## config.mk

```make
export PLATFORM = sky130hd
export DESIGN_NAME = spi_slave_sync_flat
export DESIGN_NICKNAME = d
export VERILOG_FILES = /design/src/rtl/spi_slave_sync_if.sv /design/src/rtl/spi_slave_sync.sv /design/src/flat_wrapper.sv
export SDC_FILE = /design/constraint.sdc
export NUM_CORES = 1
export LEC_CHECK = 0
export CAP_MARGIN = 20
export CORE_ASPECT_RATIO = 1.75
export CORE_MARGIN = 2
export CORE_UTILIZATION = 30
export DETAILED_ROUTE_END_ITERATION = 8
export SLEW_MARGIN = 15
export SYNTH_ARGS = -nofsm -noshare
export SYNTH_HDL_FRONTEND = slang
export SYNTH_SLANG_ARGS = --single-unit
```

## constraint.sdc

```tcl
create_clock -name mclk -period 2.7 [get_ports mclk]
set_input_delay 0.405 -clock mclk [delete_from_list [all_inputs] [get_ports mclk]]
set_output_delay 0.405 -clock mclk [all_outputs]
set_load 0.01 [all_outputs]
```

## src/rtl/spi_slave_sync_if.sv

```systemverilog
// Local-IP side of the SPI responder: transmit load, receive read, status and FSM debug.
// Handshake: a byte moves on ld only in a cycle where tx_ready=1; rd acknowledges dout whenever rx_full=1.
interface spi_slave_sync_if;
  logic [7:0] din;
  logic       ld;
  logic       tx_ready;
  logic [7:0] dout;
  logic       rx_full;
  logic       rd;
  logic       overrun;
  logic       busy;
  logic       state_dbg;

  // master = the local IP driving the buffers; slave = the SPI responder.
  modport master (
    output din, ld, rd,
    input  tx_ready, dout, rx_full, overrun, busy, state_dbg
  );

  modport slave (
    input  din, ld, rd,
    output tx_ready, dout, rx_full, overrun, busy, state_dbg
  );
endinterface

```

## src/rtl/spi_slave_sync.sv

```systemverilog
// Mode-0, MSB-first, 8-bit SPI responder that oversamples sclk/cs_n/mosi in the mclk domain.
// Exposes a one-byte transmit buffer and a one-byte receive register to the local IP.
module spi_slave_sync #(
  parameter int WIDTH       = 8,
  parameter int SYNC_STAGES = 2
) (
  input  logic            mclk,
  input  logic            rst,
  input  logic            sclk_in,
  input  logic            cs_n_in,
  input  logic            mosi_in,
  output logic            miso,
  output logic            miso_oe,
  spi_slave_sync_if.slave ip
);

  generate
    if (WIDTH != 8) begin : g_bad_width
      $error("spi_slave_sync: WIDTH must be 8");
    end
    if (SYNC_STAGES < 2) begin : g_bad_sync
      $error("spi_slave_sync: SYNC_STAGES must be at least 2");
    end
  endgenerate

  typedef enum logic {
    ST_IDLE  = 1'b0,
    ST_SHIFT = 1'b1
  } state_e;

  logic [SYNC_STAGES-1:0] sclk_sync_q;
  logic [SYNC_STAGES-1:0] cs_sync_q;
  logic [SYNC_STAGES-1:0] mosi_sync_q;
  logic                   sclk_dly_q;
  logic                   cs_dly_q;

  logic sclk_s;
  logic cs_s;
  logic mosi_s;
  logic sclk_rise;
  logic sclk_fall;
  logic cs_rise;
  logic cs_fall;

  always_ff @(posedge mclk) begin
    if (rst) begin
      sclk_sync_q <= '0;
      cs_sync_q   <= '1;
      mosi_sync_q <= '0;
      sclk_dly_q  <= 1'b0;
      cs_dly_q    <= 1'b1;
    end else begin
      sclk_sync_q <= {sclk_sync_q[SYNC_STAGES-2:0], sclk_in};
      cs_sync_q   <= {cs_sync_q[SYNC_STAGES-2:0], cs_n_in};
      mosi_sync_q <= {mosi_sync_q[SYNC_STAGES-2:0], mosi_in};
      sclk_dly_q  <= sclk_s;
      cs_dly_q    <= cs_s;
    end
  end

  assign sclk_s    = sclk_sync_q[SYNC_STAGES-1];
  assign cs_s      = cs_sync_q[SYNC_STAGES-1];
  assign mosi_s    = mosi_sync_q[SYNC_STAGES-1];
  assign sclk_rise = sclk_s & ~sclk_dly_q;
  assign sclk_fall = ~sclk_s & sclk_dly_q;
  assign cs_rise   = cs_s & ~cs_dly_q;
  assign cs_fall   = ~cs_s & cs_dly_q;

  state_e      state_q, state_d;
  logic [3:0]  bit_cnt_q, bit_cnt_d;
  logic [7:0]  tx_shift_q, tx_shift_d;
  // Only the first seven bits need storing; the eighth is merged straight into dout.
  logic [6:0]  rx_shift_q, rx_shift_d;
  logic [7:0]  txbuf_q, txbuf_d;
  logic        txvalid_q, txvalid_d;
  logic [7:0]  dout_q, dout_d;
  logic        rx_full_q, rx_full_d;
  logic        overrun_q, overrun_d;

  logic        take;
  logic        complete;
  logic        accept;
  logic [7:0]  load_byte;

  always_ff @(posedge mclk) begin
    if (rst) begin
      state_q    <= ST_IDLE;
      bit_cnt_q  <= '0;
      tx_shift_q <= '0;
      rx_shift_q <= '0;
      txbuf_q    <= '0;
      txvalid_q  <= 1'b0;
      dout_q     <= '0;
      rx_full_q  <= 1'b0;
      overrun_q  <= 1'b0;
    end else begin
      state_q    <= state_d;
      bit_cnt_q  <= bit_cnt_d;
      tx_shift_q <= tx_shift_d;
      rx_shift_q <= rx_shift_d;
      txbuf_q    <= txbuf_d;
      txvalid_q  <= txvalid_d;
      dout_q     <= dout_d;
      rx_full_q  <= rx_full_d;
      overrun_q  <= overrun_d;
    end
  end

  assign load_byte = txvalid_q ? txbuf_q : 8'h00;

  always_comb begin
    state_d    = state_q;
    bit_cnt_d  = bit_cnt_q;
    tx_shift_d = tx_shift_q;
    rx_shift_d = rx_shift_q;
    take       = 1'b0;
    complete   = 1'b0;

    case (state_q)
      ST_IDLE: begin
        if (cs_fall) begin
          state_d    = ST_SHIFT;
          take       = 1'b1;
          tx_shift_d = load_byte;
          bit_cnt_d  = '0;
        end
      end
      ST_SHIFT: begin
        // Deselect beats any simultaneous sclk edge; a partial byte is dropped.
        if (cs_rise) begin
          state_d   = ST_IDLE;
          bit_cnt_d = '0;
        end else if (sclk_rise) begin
          rx_shift_d = {rx_shift_q[5:0], mosi_s};
          bit_cnt_d  = bit_cnt_q + 4'd1;
          complete   = (bit_cnt_q == 4'd7);
        end else if (sclk_fall) begin
          if (bit_cnt_q == 4'd8) begin
            take       = 1'b1;
            tx_shift_d = load_byte;
            bit_cnt_d  = '0;
          end else if (bit_cnt_q != 4'd0) begin
            tx_shift_d = {tx_shift_q[6:0], 1'b0};
          end
        end
      end
      default: state_d = ST_IDLE;
    endcase
  end

  // A transfer always takes the old buffer contents, so a coincident ld still lands.
  assign accept = ip.ld & ~txvalid_q;

  always_comb begin
    txbuf_d   = txbuf_q;
    txvalid_d = txvalid_q;
    if (accept) begin
      txbuf_d   = ip.din;
      txvalid_d = 1'b1;
    end else if (take) begin
      txvalid_d = 1'b0;
    end
  end

  always_comb begin
    dout_d    = dout_q;
    rx_full_d = rx_full_q;
    overrun_d = overrun_q;
    if (complete) begin
      dout_d    = {rx_shift_q, mosi_s};
      rx_full_d = 1'b1;
      overrun_d = ip.rd ? 1'b0 : (overrun_q | rx_full_q);
    end else if (ip.rd) begin
      rx_full_d = 1'b0;
      overrun_d = 1'b0;
    end
  end

  assign miso         = (state_q == ST_SHIFT) ? tx_shift_q[7] : 1'b0;
  assign miso_oe      = (state_q == ST_SHIFT);
  assign ip.busy      = (state_q == ST_SHIFT);
  assign ip.state_dbg = state_q;
  assign ip.tx_ready  = ~txvalid_q;
  assign ip.dout      = dout_q;
  assign ip.rx_full   = rx_full_q;
  assign ip.overrun   = overrun_q;

endmodule

```

## src/flat_wrapper.sv

```systemverilog
// flat-port wrapper written by rule: the top's interface ports become plain ports
module spi_slave_sync_flat 
#(
  parameter int WIDTH       = 8,
  parameter int SYNC_STAGES = 2
)
  (mclk, rst, sclk_in, cs_n_in, mosi_in, miso, miso_oe, ip_din, ip_ld, ip_rd, ip_tx_ready, ip_dout, ip_rx_full, ip_overrun, ip_busy, ip_state_dbg);
  spi_slave_sync_if ip_i ();
  input  logic mclk;
  input  logic rst;
  input  logic sclk_in;
  input  logic cs_n_in;
  input  logic mosi_in;
  output logic miso;
  output logic miso_oe;
  input wire logic [$bits(ip_i.din)-1:0] ip_din;
  input wire logic [$bits(ip_i.ld)-1:0] ip_ld;
  input wire logic [$bits(ip_i.rd)-1:0] ip_rd;
  output wire logic [$bits(ip_i.tx_ready)-1:0] ip_tx_ready;
  output wire logic [$bits(ip_i.dout)-1:0] ip_dout;
  output wire logic [$bits(ip_i.rx_full)-1:0] ip_rx_full;
  output wire logic [$bits(ip_i.overrun)-1:0] ip_overrun;
  output wire logic [$bits(ip_i.busy)-1:0] ip_busy;
  output wire logic [$bits(ip_i.state_dbg)-1:0] ip_state_dbg;
  assign ip_i.din = ip_din;
  assign ip_i.ld = ip_ld;
  assign ip_i.rd = ip_rd;
  assign ip_tx_ready = ip_i.tx_ready;
  assign ip_dout = ip_i.dout;
  assign ip_rx_full = ip_i.rx_full;
  assign ip_overrun = ip_i.overrun;
  assign ip_busy = ip_i.busy;
  assign ip_state_dbg = ip_i.state_dbg;
  spi_slave_sync #(.WIDTH(WIDTH), .SYNC_STAGES(SYNC_STAGES)) u_core (.mclk(mclk), .rst(rst), .sclk_in(sclk_in), .cs_n_in(cs_n_in), .mosi_in(mosi_in), .miso(miso), .miso_oe(miso_oe), .ip(ip_i));
endmodule
```

==> metrics.cfg <==
[timing]
worstMarginPinSlew_ps = 704.9
hold_viol = 0
tns_ps = 0
maxSlewViolCount = 0
skew_ps = 7.510
finalSetupViolCount = 0
fmax_mhz = 477.8
slew_headroom = 0.5287
hold_ws_ps = 410.3
fin_crit_ps = 2093
period_share = 0.7752
rsz0062_at_grt = false

[logic_synthesis]
synth_flop_cell = dfxtp_1
yosysTopAreaCellShare = 0.4905
synth-seq-area-share = 0.4905
synth.most_common_cell = dfxtp_1
syn-instance-count = 201
synthTopCellsByCount = dfxtp_1 (47), nand2_1 (34), a21oi_1 (26)
yosys_warnings = 0
synth-edff-count = 0
synth_cell_types = 43
postSynthAreaPerCell_sq_um = 9.543
synth.cell_area_sq_mm = 0.001918
synth_area_leaders = dfxtp_1 (49%), a21oi_1 (6.8%), nand2_1 (6.7%)
yosysTopAreaCell = dfxtp_1
synth-async-reset-ratio = 0
syn_nets = 218
synth_seq_cells = 47

[clocking]
cts_tree = built
cts.clk_slew.worst_paths_ps = 80
cts.sinks = 47
hold_buffers = 0
cts_max_path_buffers = 2
cts_buffers = 5
htreeDepth = 2
worstSkewPairLatency_ps = 300
clockRootBuffer = clkbuf_8
postCtsSetupRepairBufs = 0
cts.repair.resized = 0

[floorplan]
start_util = 0.3103
rows = 38
core-area_sq_mm = 0.006181
die_w_microns = 64.45
ios = 30
die_area_sq_mm = 0.007074
die_h_microns = 109.8

[worst_setup_path]
startpoint_type = register
r2r_slack_ps = 750
required_ps = 2300
end_kind = output port
cp_max_fo = 15
path_class = register to output port
worstPathArrival_ps = 1690

[cells_and_area]
fin_nets = 243
areaGrowthSynthToFinish_pct = 24.33
layout-drive-gt1-share = 0.1189
fin_area_sq_mm = 0.002385
n_antenna_cell = 0

[power_and_ir_drop]
p_switching_uw = 317.0
pwr-share-seq = 0.500
p_per_area_mw_per_mm2 = 614.2
p_leak_uw = 0.0008831
pwr-share-comb = 0.080
ir_worst_vdd_uv = 350.0
power_frac_clock = 0.420
p_int_uw = 1148
swShare = 0.2164

[placed_design]
place.gp.congestion = 0.7077
hpwl_mm = 2.658
placed_area_sq_mm = 0.002245
io_buffer_count = 29

[flow_run]
cap_viol_max_count = 0

[route]
vias = 1450
wl_per_cell_microns = 11.97
dr.pass1.iters = 4
drtIter0Drc = 77
wl_mm = 3.674
drc = 0
viasPerCell = 4.723
antenna_left = 0

[hold_path]
hp-class = register to register

[global_routing]
grt_max_degree = 32
antenna_found_initial = 0
grt_pass1_vias = 1388
gr-usage-all-layers = 0.1121
grt_pass1_wl_mm = 6.203
grt-ovfl-total = 0

[outcome]
status = finished clean

## worst paths after layout
path / endpoint / from / cells past startpoint
min: u_core.cs_sync_q[1] / u_core.cs_sync_q[0] / 1
min reg2reg: u_core.cs_sync_q[1] / u_core.cs_sync_q[0] / 1
max reg2reg: u_core.tx_shift_q[6] / u_core.bit_cnt_q[0] / 6
max: miso / u_core.ip.busy / 2
## sequential cells by signal, summed over array words and instances (netlist names)
name                count
u_core.sclk_dly_q       1
u_core.sclk_sync_q      2
u_core.ip.rx_full       1
u_core.mosi_sync_q      2
u_core.txbuf_q          8
u_core.ip.dout          8
u_core.cs_sync_q        2
u_core.cs_dly_q         1
u_core.ip.busy          1
u_core.rx_shift_q       7
u_core.ip.overrun       1
u_core.bit_cnt_q        4
u_core.tx_shift_q       8
u_core.txvalid_q        1
## final cells by class
class,count,area (sq um)
Inverter,3,11.26
Multi-Input combinational cell,137,884.6
Fill cell,636,3796
Tap cell,80,100.1
Timing Repair Buffer,32,307.8
Clock inverter,3,71.32
Clock buffer,5,68.82
Sequential cell,47,940.9
## cells by family (layout without fill, tap and decap cells)
family,after synthesis,in the layout,share of synthesized area
flops,47,47,0.4905
simple gates,75,75,0.2107
buf+inv,17,43,0.04827
mux,8,8,0.04175
compound gates,52,52,0.1957
fa+ha+maj,2,2,0.01304
## stage by stage
step           setup WS (ps)  cells  utilization  power (uW)
2_1_floorplan           1098    201            -       824.8
3_3_place_gp           817.1    299       0.3632       865.7
3_5_place_dp           773.3    299       0.3632       867.0
4_1_cts                576.4    307       0.3858        1489
5_1_grt                506.7    307       0.3858        1527
6_report               606.9    307       0.3858        1465
## power groups by stage
stage               Combinational, uW  Clock (uW)  Sequential (uW)
floorplan                        82.1           0              743
global placement                  118           0              748
detailed placement                119           0              748
CTS                               119         637              732
global route                      130         661              735
finish                            117         615              732
## placed cells by master, fill, tap and decap left out, types with 3 or more instances in the layout
cell,count
dfxtp_1,47
nand2_1,34
clkdlybuf4s50_1,28
a21oi_1,26
nor2_1,10
nor2b_1,9
mux2i_1,8
a22oi_1,6
a211oi_2,6
nand2b_1,5
clkbuf_8,5
or2_1,3
buf_4,3
## layer usage
layer	up-vias	GRT usage	routed length, microns
met5	-	0	0
met1	675	0.1156	1438
met2	32	0.2121	2034
li1	739	-	-
met3	4	0.02252	128
met4	0	0.05471	73
## critical path, stage by stage (launching register included)
cell and delay [ps]:
dfxtp_1 650, and2_1 210, clkdlybuf4s50_1 530
Note: power is estimated with default switching activity, not from simulation.
